==> config.mk <==
export PLATFORM = sky130hd
export DESIGN_NAME = sramgen_sram_masked_v2
export DESIGN_NICKNAME = d
export VERILOG_FILES = /design/src/rtl/sramgen_sram_masked_v2.sv
export SDC_FILE = /design/constraint.sdc
export NUM_CORES = 1
export LEC_CHECK = 0
export CELL_PAD_IN_SITES_DETAIL_PLACEMENT = 0
export CELL_PAD_IN_SITES_GLOBAL_PLACEMENT = 2
export CORE_MARGIN = 2
export CORE_UTILIZATION = 49
export CTS_CLUSTER_SIZE = 14
export DETAILED_ROUTE_END_ITERATION = 8
export PLACE_DENSITY = 0.88
export SETUP_SLACK_MARGIN = 0.05
export SLEW_MARGIN = 20
export SYNTH_ARGS = -nofsm -noshare
export SYNTH_HDL_FRONTEND = slang
export SYNTH_SLANG_ARGS = --single-unit
export TNS_END_PERCENT = 30
==> constraint.sdc <==
create_clock -name clk -period 3.8 [get_ports clk]
set_input_delay 0.76 -clock clk [delete_from_list [all_inputs] [get_ports clk]]
set_output_delay 0.76 -clock clk [all_outputs]
set_load 0.005 [all_outputs]
==> src/rtl/sramgen_sram_masked_v2.sv <==
// Single-port SRAM with per-group write mask and a post-reset zero-fill sequence.
// Optional macro SRAMGEN_X_ON_WRITE_EN: drive dout to all-X on every IDLE write cycle.
module sramgen_sram_masked_v2 #(
  parameter int DATA_WIDTH  = 32,
  parameter int ADDR_WIDTH  = 5,
  parameter int WMASK_WIDTH = 4
) (
  input  logic                   clk,
  input  logic                   rst,
  input  logic                   en,
  input  logic                   we,
  input  logic [WMASK_WIDTH-1:0] wmask,
  input  logic [ADDR_WIDTH-1:0]  addr,
  input  logic [DATA_WIDTH-1:0]  din,
  output logic [DATA_WIDTH-1:0]  dout,
  output logic                   busy
);

  localparam int RAM_DEPTH = 1 << ADDR_WIDTH;
  // Guarded divisor keeps elaboration alive long enough to hit the fatal check below.
  localparam int WG = DATA_WIDTH / ((WMASK_WIDTH < 1) ? 1 : WMASK_WIDTH);

  if ((WMASK_WIDTH < 1) || ((DATA_WIDTH % ((WMASK_WIDTH < 1) ? 1 : WMASK_WIDTH)) != 0)) begin : g_bad_cfg
    $fatal(1, "sramgen_sram_masked_v2: DATA_WIDTH must be a multiple of WMASK_WIDTH >= 1");
  end

  typedef enum logic {
    CLEAR,
    IDLE
  } state_t;

  state_t                  state_q, state_d;
  logic [ADDR_WIDTH-1:0]   clr_addr_q, clr_addr_d;
  logic [DATA_WIDTH-1:0]   dout_q, dout_d;

  logic [DATA_WIDTH-1:0]   mem [RAM_DEPTH];
  logic [WMASK_WIDTH-1:0]  mem_we;
  logic [ADDR_WIDTH-1:0]   mem_addr;
  logic [DATA_WIDTH-1:0]   mem_wdata;

  // NOTE: every signal gets a default before the case so no path leaves one unassigned (no latches).
  always_comb begin
    state_d    = state_q;
    clr_addr_d = clr_addr_q;
    dout_d     = dout_q;
    mem_we     = '0;
    mem_addr   = addr;
    mem_wdata  = din;

    case (state_q)
      CLEAR: begin
        mem_we     = '1;
        mem_addr   = clr_addr_q;
        mem_wdata  = '0;
        clr_addr_d = clr_addr_q + 1'b1;
        dout_d     = '0;
        if (clr_addr_q == {ADDR_WIDTH{1'b1}}) begin
          state_d = IDLE;
        end
      end
      IDLE: begin
        if (en) begin
          if (we) begin
            mem_we = wmask;
`ifdef SRAMGEN_X_ON_WRITE_EN
            dout_d = 'x;
`else
            dout_d = dout_q;
`endif
          end else begin
            dout_d = mem[addr];
          end
        end
      end
      default: state_d = CLEAR;
    endcase

    // The reset edge must never touch the array, whatever the state.
    if (rst) begin
      mem_we = '0;
    end
  end

  // NOTE: sequential state uses non-blocking assignments so all flops update together.
  always_ff @(posedge clk) begin
    if (rst) begin
      state_q    <= CLEAR;
      clr_addr_q <= '0;
      dout_q     <= '0;
    end else begin
      state_q    <= state_d;
      clr_addr_q <= clr_addr_d;
      dout_q     <= dout_d;
    end
  end

  // NOTE: the array has no reset; the CLEAR sequence zero-fills it instead.
  always_ff @(posedge clk) begin
    for (int g = 0; g < WMASK_WIDTH; g++) begin
      if (mem_we[g]) begin
        mem[mem_addr][g*WG +: WG] <= mem_wdata[g*WG +: WG];
      end
    end
  end

  assign dout = dout_q;
  assign busy = (state_q == CLEAR);

endmodule

==> metrics list <==
- The run finished with clean final reports.
- The critical path is of the flop to flop type.
* Count of antenna diodes in the layout: 0
- EDFF count, synth: 1,024
- The initial antenna violation count was 4.
- Syn_area_per_cell: 19.1 sq um
- STA classifies the critical path endpoint as a flop.
- Port buffer count: 77
* Die Span Y: 299 microns
* Critical Path Stages: 6
- Number of design-rule violations left by the first detailed-router iteration: 2,382
- Top-area cell type share of the netlist area: 0.723
- Synthesized area: 0.0425 sq mm
- X dimension of the die: 299 microns
* Number of storage elements in the synthesis netlist: 1,062
- Residual overflow from global routing: 0
* Dominant register cell in the synthesized netlist: sky130_fd_sc_hd__edfxtp_1
- Clock period minus worst slack: 3.13 ns
- Grouping stages by cell kind, the critical path spends the most delay in simple AND/OR/NAND/NOR gates.
- Clock tree from TritonCTS: done
- IR analysis of the VDD net gives a maximum drop of 332 uV.
- Total via count in the routed design: 22,400
- The first global-routing pass estimated 151 mm of wire.
- For this run, the total global-route usage over all layers was measured as 0.231.
- Startpoint kind of the worst setup timing path: flop
- Routed wire length: 103 mm
* DPL Wire Length: 65.0 mm
- Of all nets on the critical path, the largest fanout is 20.
- Counting stages on the worst path, the most repeated cell is sky130_fd_sc_hd__buf_4.
- Crit Reg-Reg Endpoint: mem[11][27]$_DFFE_PP_
- Wire length per cell: 28.1 microns
* Arrival time of the worst setup path: 3.40 ns
- In this run, distinct cell masters in the synthesized netlist total 49.
- For this run, the register share of the synthesized area comes to 0.741.
* Hold buffers post-CTS: 0
- At the end of the flow, the number of nets in the layout was 2,476.
- Setup violations remaining at the end of the flow were counted as 0.
- Worst-path clk slew: 0.06 ns
- Unrepaired setup endpoints after global routing: no
- Hold crit path type: flop to flop
* Worst reg2reg setup slack: 0.67 ns
* Cells along the critical path: inv_1 > buf_4 > a31oi_4 > buf_4 > nand3b_1 > nor2_1
* Instance count of the mapped netlist: 2,226
- Tracing the worst setup path back leads to its startpoint at state_q$_SDFF_PP0_.
- The number of global-route vias before repair is 22,500.
* Largest net degree at the start of global routing: 87
- The commonest cells after synthesis are 1,024 x sky130_fd_sc_hd__edfxtp_1, 219 x sky130_fd_sc_hd__mux2i_1, 152 x sky130_fd_sc_hd__mux4_2, 97 x sky130_fd_sc_hd__nor3_1, 85 x sky130_fd_sc_hd__clkbuf_1.
- Number of buffers on the longest clock path: 3
- Drt pass-1 iters: 5
- Total placed cells including tap cells: 3,480
* Hold Fails Final Rpt: 0
- The H-tree was split into 3 levels.
- The clock drives 1,062 sinks.
- Ys Warns: 0
* DIE AREA: 0.0891 sq mm
* Synth async-reset ratio: 0
* Highest clock rate: 0.320 GHz
* Slowest library cell on the worst path: sky130_fd_sc_hd__nor2_1
- Measured against its own limit, the worst slew margin works out to 0.275.
- Root buffer cell: sky130_fd_sc_hd__clkbuf_16
* Number of max-slew violations in the final report: 0
- Share of cells above drive strength 1: 0.231
- Max-cap violations in this run came to 0.
* Buffers & Inverters on Critical Path: 3
- P_leak: 15.6 nW
- Area grow syn2layout: 14.9%
* Crit path to: mem[11][27]$_DFFE_PP_
- Post-CTS timing repair inserted 0 buffers for setup.
* Clock network latency to the later pin of the worst-skew pair: 0.65 ns
- After detailed routing, the number of vias per cell comes to 6.12.
- Delay of the slowest cell on the worst path: 0.72 ns
- Number of nets in the synthesized netlist: 2,273
- Dividing total power by cell area gives a power density of 491 mW/mm^2.
* Power Total: 24.0 mW
* Worst R2R Path Depth: 6
* Portion of the clock cycle consumed by the worst path in the final layout: 0.822
- Std cell rows: 108
- After the flow finishes, the layout carries non-filler instances totaling 3,670.
- Initial Utilization: 0.492
- Clock buffers created by TritonCTS: 102
* Final RePlAce weighted congestion: 0.829
- The total area inside the core boundary comes to 0.0863 sq mm.
* Post-DRT Antenna Nets: 0
- Leading cell types by total area after synthesis: sky130_fd_sc_hd__edfxtp_1 72%, sky130_fd_sc_hd__mux4_2 8.1%, sky130_fd_sc_hd__mux2i_1 5.2%, sky130_fd_sc_hd__dfxtp_1 1.8%, sky130_fd_sc_hd__nor3_1 1.1%
* Cell type with the highest aggregate area in the netlist: sky130_fd_sc_hd__edfxtp_1
* Worst clock skew on the final layout: 0.0152 ns
- The worst register-to-register path begins at state_q$_SDFF_PP0_.
- Among all cell types in the netlist, the one instantiated most often is sky130_fd_sc_hd__edfxtp_1.
- Required time at the worst-slack endpoint: 4.08 ns
- Resized cells post-CTS: 0
- # IOs: 78
- In the routed design, unresolved DRC markers number 0.
- Slew @ Worst Pin: 1.08 ns
- Sum Neg Setup Slack: 0 ns
worst min-delay path by stage:
stage | start | endpoint | slack [ns] | cells after the start
finish | dout[29]$_SDFFE_PP0P_ | dout[29]$_SDFFE_PP0P_ | 0.63 | 2
global route | dout[29]$_SDFFE_PP0P_ | dout[29]$_SDFFE_PP0P_ | 0.66 | 2
CTS | clr_addr_q[4]$_SDFFE_PP0N_ | clr_addr_q[4]$_SDFFE_PP0N_ | 0.62 | 2
detailed placement | clr_addr_q[2]$_SDFFE_PP0N_ | clr_addr_q[2]$_SDFFE_PP0N_ | 0.61 | 2
global placement | clr_addr_q[2]$_SDFFE_PP0N_ | clr_addr_q[2]$_SDFFE_PP0N_ | 0.60 | 2
floorplan | clr_addr_q[2]$_SDFFE_PP0N_ | clr_addr_q[2]$_SDFFE_PP0N_ | 0.53 | 2
kinds of logic (layout without fill, tap and decap cells):
family	after synthesis	after routing	share of synthesized area
AOI/OAI and AO/OA	303	303	0.0570
buffers and inverters	187	476	0.0219
and+or+nand+nor	249	249	0.0307
DFF	1062	1062	0.741
adders and majority gates	2	2	0.000589
xor gates and xnor gates	3	3	0.000618
muxes	420	420	0.148
worst min-delay path, cell delays in order (launching register included):
cell	delay, ns
sky130_fd_sc_hd__dfxtp_1	0.37
sky130_fd_sc_hd__a21oi_1	0.14
sky130_fd_sc_hd__a2111oi_1	0.08
per-stage QoR:
stage	hold WS (ns)	util	setup WS, ns	cell area [sq um]
final	0.632	0.566	0.675	48800
after global routing	0.659	0.566	0.631	48800
after CTS	0.621	0.565	0.757	48800
after detailed placement	0.607	0.526	0.208	45400
after global placement	0.596	0.526	0.249	45400
after floorplan	0.526	-	0.861	42500
routing by layer:
layer  GRT usage  vias up  routed length [microns]
met3      0.0454      168                     8580
met5           0        -                       32
met2       0.365     1000                    49300
met4      0.0739        6                     2810
met1       0.327    11700                    42400
li1            -     9590                        -
cells in the final DEF, fill, tap and decap left out, types with 4 or more instances in the layout:
cell                              netlist  layout
sky130_fd_sc_hd__edfxtp_1            1024    1024
sky130_fd_sc_hd__mux2i_1              219     219
sky130_fd_sc_hd__buf_4                 21     178
sky130_fd_sc_hd__mux4_2               152     152
sky130_fd_sc_hd__clkbuf_16              0     105
sky130_fd_sc_hd__nor3_1                97      85
sky130_fd_sc_hd__clkdlybuf4s50_1        0      73
sky130_fd_sc_hd__a22oi_1               64      64
sky130_fd_sc_hd__o21ai_0               58      58
sky130_fd_sc_hd__and2_1                58      57
sky130_fd_sc_hd__mux2_2                41      41
sky130_fd_sc_hd__nor2_1                43      40
sky130_fd_sc_hd__dfxtp_1               38      37
sky130_fd_sc_hd__a21oi_1               36      35
sky130_fd_sc_hd__a221oi_1              32      32
sky130_fd_sc_hd__a2111oi_1             28      28
sky130_fd_sc_hd__clkbuf_1              85      28
sky130_fd_sc_hd__inv_1                 26      26
sky130_fd_sc_hd__o32ai_1               24      24
sky130_fd_sc_hd__a2111oi_2             23      23
sky130_fd_sc_hd__nand2_1               17      17
sky130_fd_sc_hd__clkinv_2               0      17
sky130_fd_sc_hd__clkinv_1               0      17
sky130_fd_sc_hd__nor3_2                 0      12
sky130_fd_sc_hd__bufinv_16              0      11
sky130_fd_sc_hd__nand2b_1               9       8
sky130_fd_sc_hd__mux4_1                 8       8
sky130_fd_sc_hd__a21boi_0               8       8
sky130_fd_sc_hd__a32oi_1                8       8
sky130_fd_sc_hd__o2111a_1               8       8
sky130_fd_sc_hd__clkbuf_8               0       7
sky130_fd_sc_hd__nand3_1                6       6
sky130_fd_sc_hd__buf_12                 0       6
sky130_fd_sc_hd__a21o_1                 5       5
sky130_fd_sc_hd__a2111oi_0              4       4
sky130_fd_sc_hd__inv_6                  0       4
registers in the layout, summed over array words and instances, names as in the netlist:
register    flops
mem          1024
state_q         1
dout           32
clr_addr_q      5
power by group:
part / leakage (nW) / internal (mW) / switching (mW)
clock: 1.64 / 5.94 / 4.19
combinational: 4.62 / 0.448 / 0.666
sequential: 9.30 / 12.7 / 0.0228
layout make-up:
class / instances / area, sq um
clock buffer: 140 / 2830
clock inverter: 50 / 522
inverter: 26 / 97.6
fill: 6297 / 37500
sequential: 1062 / 31500
timing repair buffer: 260 / 2220
tap: 1155 / 1450
multi-input combinational: 977 / 10200
Note: power is estimated with default switching activity, not from simulation.
